### config.mk
export PLATFORM = sky130hd
export DESIGN_NAME = mem_arbiter
export DESIGN_NICKNAME = d
export VERILOG_FILES = /design/src/rtl/mem_arbiter.sv
export SDC_FILE = /design/constraint.sdc
export NUM_CORES = 1
export LEC_CHECK = 0
export CORE_AREA = 2 2 117 119
export CTS_CLUSTER_DIAMETER = 120
export CTS_CLUSTER_SIZE = 30
export DETAILED_ROUTE_END_ITERATION = 8
export DIE_AREA = 0 0 119 121
export DONT_BUFFER_PORTS = 1
export PLACE_DENSITY = 0.66
export SLEW_MARGIN = 15
export SYNTH_ARGS = -nofsm -noshare
export SYNTH_HDL_FRONTEND = slang
export SYNTH_SLANG_ARGS = --single-unit
### constraint.sdc
create_clock -name clk -period 3.4 [get_ports clk]
set_input_delay 0.68 -clock clk [delete_from_list [all_inputs] [get_ports clk]]
set_output_delay 0.68 -clock clk [all_outputs]
set_load 0.01 [all_outputs]
### src/rtl/mem_arbiter.sv
`default_nettype none
// ============================================================================
// mem_arbiter : two-requester round-robin sequencer for a single-port memory
//               with registered read data; returns done/err per requester.
// Rev 1.0
// ============================================================================
module mem_arbiter #(
  parameter int SIZE = 32
) (
  input  logic        clk,
  input  logic        reset,
  input  logic        req0,
  input  logic        req1,
  input  logic        we0,
  input  logic        we1,
  input  logic [31:0] addr0,
  input  logic [31:0] addr1,
  input  logic [31:0] wdata0,
  input  logic [31:0] wdata1,
  output logic        gnt0,
  output logic        gnt1,
  output logic        done0,
  output logic        done1,
  output logic        err0,
  output logic        err1,
  output logic [31:0] rdata0,
  output logic [31:0] rdata1,
  output logic [31:0] mem_address,
  output logic [31:0] mem_data,
  output logic        mem_memW,
  input  logic [31:0] mem_readData
);

  localparam logic [31:0] c_SIZE = 32'(SIZE);

  typedef enum logic [1:0] {
    S_IDLE    = 2'd0,
    S_ACCESS  = 2'd1,
    S_CAPTURE = 2'd2,
    S_RESP    = 2'd3
  } state_t;

  state_t r_state;
  logic   r_id;
  logic   r_we;
  logic   r_err;
  logic   r_last_grant;

  logic        w_both;
  logic        w_sel;
  logic        w_we;
  logic [31:0] w_addr;
  logic [31:0] w_wdata;
  logic        w_in_range;

  // A tie goes to whichever requester was not granted on the previous tie.
  assign w_both     = req0 & req1;
  assign w_sel      = w_both ? ~r_last_grant : req1;
  assign w_we       = w_sel ? we1    : we0;
  assign w_addr     = w_sel ? addr1  : addr0;
  assign w_wdata    = w_sel ? wdata1 : wdata0;
  assign w_in_range = (w_addr < c_SIZE);

  always_ff @(posedge clk or negedge reset) begin
    if (!reset) begin
      r_state      <= S_IDLE;
      r_id         <= 1'b0;
      r_we         <= 1'b0;
      r_err        <= 1'b0;
      r_last_grant <= 1'b1;
      gnt0         <= 1'b0;
      gnt1         <= 1'b0;
      done0        <= 1'b0;
      done1        <= 1'b0;
      err0         <= 1'b0;
      err1         <= 1'b0;
      rdata0       <= 32'h0;
      rdata1       <= 32'h0;
      mem_address  <= 32'h0;
      mem_data     <= 32'h0;
      mem_memW     <= 1'b0;
    end else begin
      gnt0  <= 1'b0;
      gnt1  <= 1'b0;
      done0 <= 1'b0;
      done1 <= 1'b0;
      err0  <= 1'b0;
      err1  <= 1'b0;
      case (r_state)
        S_IDLE: begin
          if (req0 | req1) begin
            r_id  <= w_sel;
            r_we  <= w_we;
            r_err <= ~w_in_range;
            if (w_both) r_last_grant <= w_sel;
            if (w_sel) gnt1 <= 1'b1;
            else       gnt0 <= 1'b1;
            // The memory port registers double as the latched payload;
            // an out-of-range access never touches them.
            if (w_in_range) begin
              mem_address <= w_addr;
              mem_data    <= w_wdata;
              mem_memW    <= w_we;
            end
            r_state <= S_ACCESS;
          end
        end
        S_ACCESS: begin
          mem_memW <= 1'b0;
          r_state  <= (r_we | r_err) ? S_RESP : S_CAPTURE;
        end
        S_CAPTURE: begin
          if (r_id) rdata1 <= mem_readData;
          else      rdata0 <= mem_readData;
          r_state <= S_RESP;
        end
        S_RESP: begin
          if (r_id) begin
            done1 <= 1'b1;
            err1  <= r_err;
            if (r_err && !r_we) rdata1 <= 32'h0;
          end else begin
            done0 <= 1'b1;
            err0  <= r_err;
            if (r_err && !r_we) rdata0 <= 32'h0;
          end
          r_state <= S_IDLE;
        end
        default: r_state <= S_IDLE;
      endcase
    end
  end

endmodule
`default_nettype wire

==> impl_metrics.toml <==
[worst_setup_path]
rrSetupSlack_ns = 0.83
crit_type = "reg -> reg"
critPathBufInv = 3
critPathTopFamily = "buffers and inverters"
worstPathMaxFanout = 37
cp.arrival_ns = 2.87
path_cells = "inv_1, ha_1, o21ai_1, buf_4, nor4_2, o21a_2, buf_12, mux2_2"
end_kind = "flop"
worstPathRequired_ns = 3.70
worst_path_largest_cell_delay_ns = 0.42
start_kind = "flop"
slowest_stage = "dfrtp_1"

[route]
wirelength_um = 13700
ant_nets = 0
via_count = 3778
dr_wl_met2_um = 6870
top_layer_used = "met4"
route.detailed.drc = 0
drt-pass1-iter-count = 5
vias_per_cell = 5.52
drt_iter0_drc = 287
wl_met3_um = 1420
wl_met1_um = 5130
wire_per_inst_um = 20.0

[cts]
post-cts-setup-buffers = 0
cts_root_buf = "clkbuf_16"
cts_tree = "done"
numCtsBuffers = 17
clkSinkCount = 141
cts_buffer_depth = 2
cts_resized = 0
clkTransAtPathRegs_ns = 0.05
cts_htree_levels = 4
clkLatencyLatePin_ns = 0.41

[grt]
grt_pass1_wl_um = 20600
grt_usage_pct = 18.9
antenna_found_initial = 1
grt_max_degree = 142
grt-ovfl-total = 0
first_global_vias = 3802

[power_and_ir_drop]
leakagePower_nw = 3.14
p_int_mw = 3.63
power_frac_comb_pct = 19.6
p_seq_share_pct = 47.3
p_sw_mw = 1.79
p_clk_share_pct = 33.0
vdd_drop_max_mv = 0.376
swShare_pct = 33.0
power.density_mw_per_mm2 = 816

[finish]
nFillCells = 1133
area_delta_synth_final_pct = 12.3
fin_cells = 684
fin_util_pct = 50.7
drive_gt1_share_pct = 22.3
fin_nets = 665

[sta]
fmax_mhz = 388
slew_headroom_pct = 28.6
rsz0062_at_grt = "no"
worst_clock_skew_ns = 0.00526
slew_violations = 0
setup_viol = 0
totalNegativeSetupSlack_ns = 0
finalCritPeriodShare_pct = 75.7
fin_crit_ns = 2.57
hold-worst-slack_ns = -0.0391
hold_viol = 90
worstMarginPinSlew_ns = 1.07

[floorplan]
rows = 42
start_util_pct = 45.2
fp.dieArea_mm2 = 0.0144
coreArea_mm2 = 0.0131
io_pins = 301
die-height_um = 121
die_x_um = 119

[placement]
dp_hpwl_um = 9940
dp_cells = 652
port_buffers = 0
routabilityCongestion = 0.811

[synthesis]
yosys-top-cells-area = "dfrtp_1, mux2_2, o21ai_0, mux2_4, nand2_1"
synth_edf_count = 0
yosys_register_bits = 141
syn_inst = 497
synth.avg_cell_area_um2 = 11.9
synth_top_area_share_pct = 59.2
yosys.area.top_type = "dfrtp_1"
synthArstFlopShare_pct = 100
ys_types = 34
synth_warnings = 0
ys_seq_area_share_pct = 59.7
synth.cell_area_mm2 = 0.00591
synth-main-ff-cell = "dfrtp_1"
syn_nets = 667

[job]
drv_cap = 0

[run_status]
violations = "negative hold slack"
run_status = "finished with violations"

[worst_hold_path]
hp-class = "in -> async"
[cells in the mapped netlist, drive strengths merged (2+ instances only)]
cell	instances
dfrtp	140
mux2	74
o21ai	74
nand2	70
nand2b	33
nor2b	28
clkbuf	17
buf	11
nor4	11
nor2	9
inv	5
ha	4
nand3	3
a21oi	2
and2	2
and3	2
nor3	2
[registers in the layout, summed over array words and instances (netlist names), 2 cells and up]
signal       cells
mem_address     32
mem_data        32
r_state          2
rdata0          32
rdata1          32
[worst paths after layout]
path / depth (start not counted) / end / from
max in group asynchronous: 0 / r_last_grant$_DFFE_PN1P_ / reset
setup / recovery: 8 / mem_data[1]$_DFFE_PN0P_ / r_state[0]$_DFFE_PN0P_
hold / removal: 0 / rdata0[26]$_DFFE_PN0P_ / reset
setup reg to reg: 8 / mem_data[1]$_DFFE_PN0P_ / r_state[0]$_DFFE_PN0P_
min in group clk: 1 / gnt1$_DFF_PN0_ / req0
hold reg to reg: 1 / r_last_grant$_DFFE_PN1P_ / r_last_grant$_DFFE_PN1P_
[kinds of logic after synthesis]
logic type,after synthesis,share of synthesized area (%)
compound gates,80,7.02
fa+ha+maj,4,0.846
flops,141,59.7
mux,75,15.5
simple gates,163,14.0
xor+xnor,1,0.148
buf+inv,33,2.79
[cells in the final DEF, fill, tap and decap left out, drive strengths merged, types with 3 or more instances in the layout]
cell type  count
nand3          3
dfrtp        140
mux2          74
buf            7
o21ai         74
nor4          11
nand2b        33
nor2b         28
clkbuf        25
nor2           9
ha             4
nand2         70
inv            5
[metal layers]
layer  global-route usage [%]  vias to the layer above
li1                         -                     1673
met1                     20.8                     1871
met2                     32.0                      217
met3                     7.85                       17
met4                     8.63                        0
met5                        0                        -
[area by class of cell]
type,instances,area (um2),share of cell area [%]
clock buffer,25,485,7.31
timing repair buffer,7,65.1,0.980
clock inverter,6,85.1,1.28
sequential,141,3530,53.2
multi-input combinational,323,2230,33.6
inverter,5,18.8,0.283
antenna,1,2.50,0.0377
tap,176,220,3.32
[power by group through the flow]
stage	registers [mW]	clock network (mW)	logic [mW]
CTS	2.57	1.82	1.09
detailed placement	2.60	0	1.08
global placement	2.58	0	1.01
floorplan	2.48	0	0.850
global route	2.61	1.90	1.23
finish	2.56	1.79	1.06
[stage by stage]
stage          hold WS [ns]  power [mW]  setup slack [ns]  instance area [um2]
2_1_floorplan         0.384        3.33              1.27                 5910
3_3_place_gp          0.388        3.59             0.812                 6060
3_5_place_dp          0.388        3.68             0.729                 6060
4_1_cts             -0.0596        5.48             0.768                 6640
5_1_grt             -0.0626        5.74             0.577                 6640
6_report            -0.0391        5.42             0.825                 6640
No activity file was read; power rests on OpenSTA's default activity.
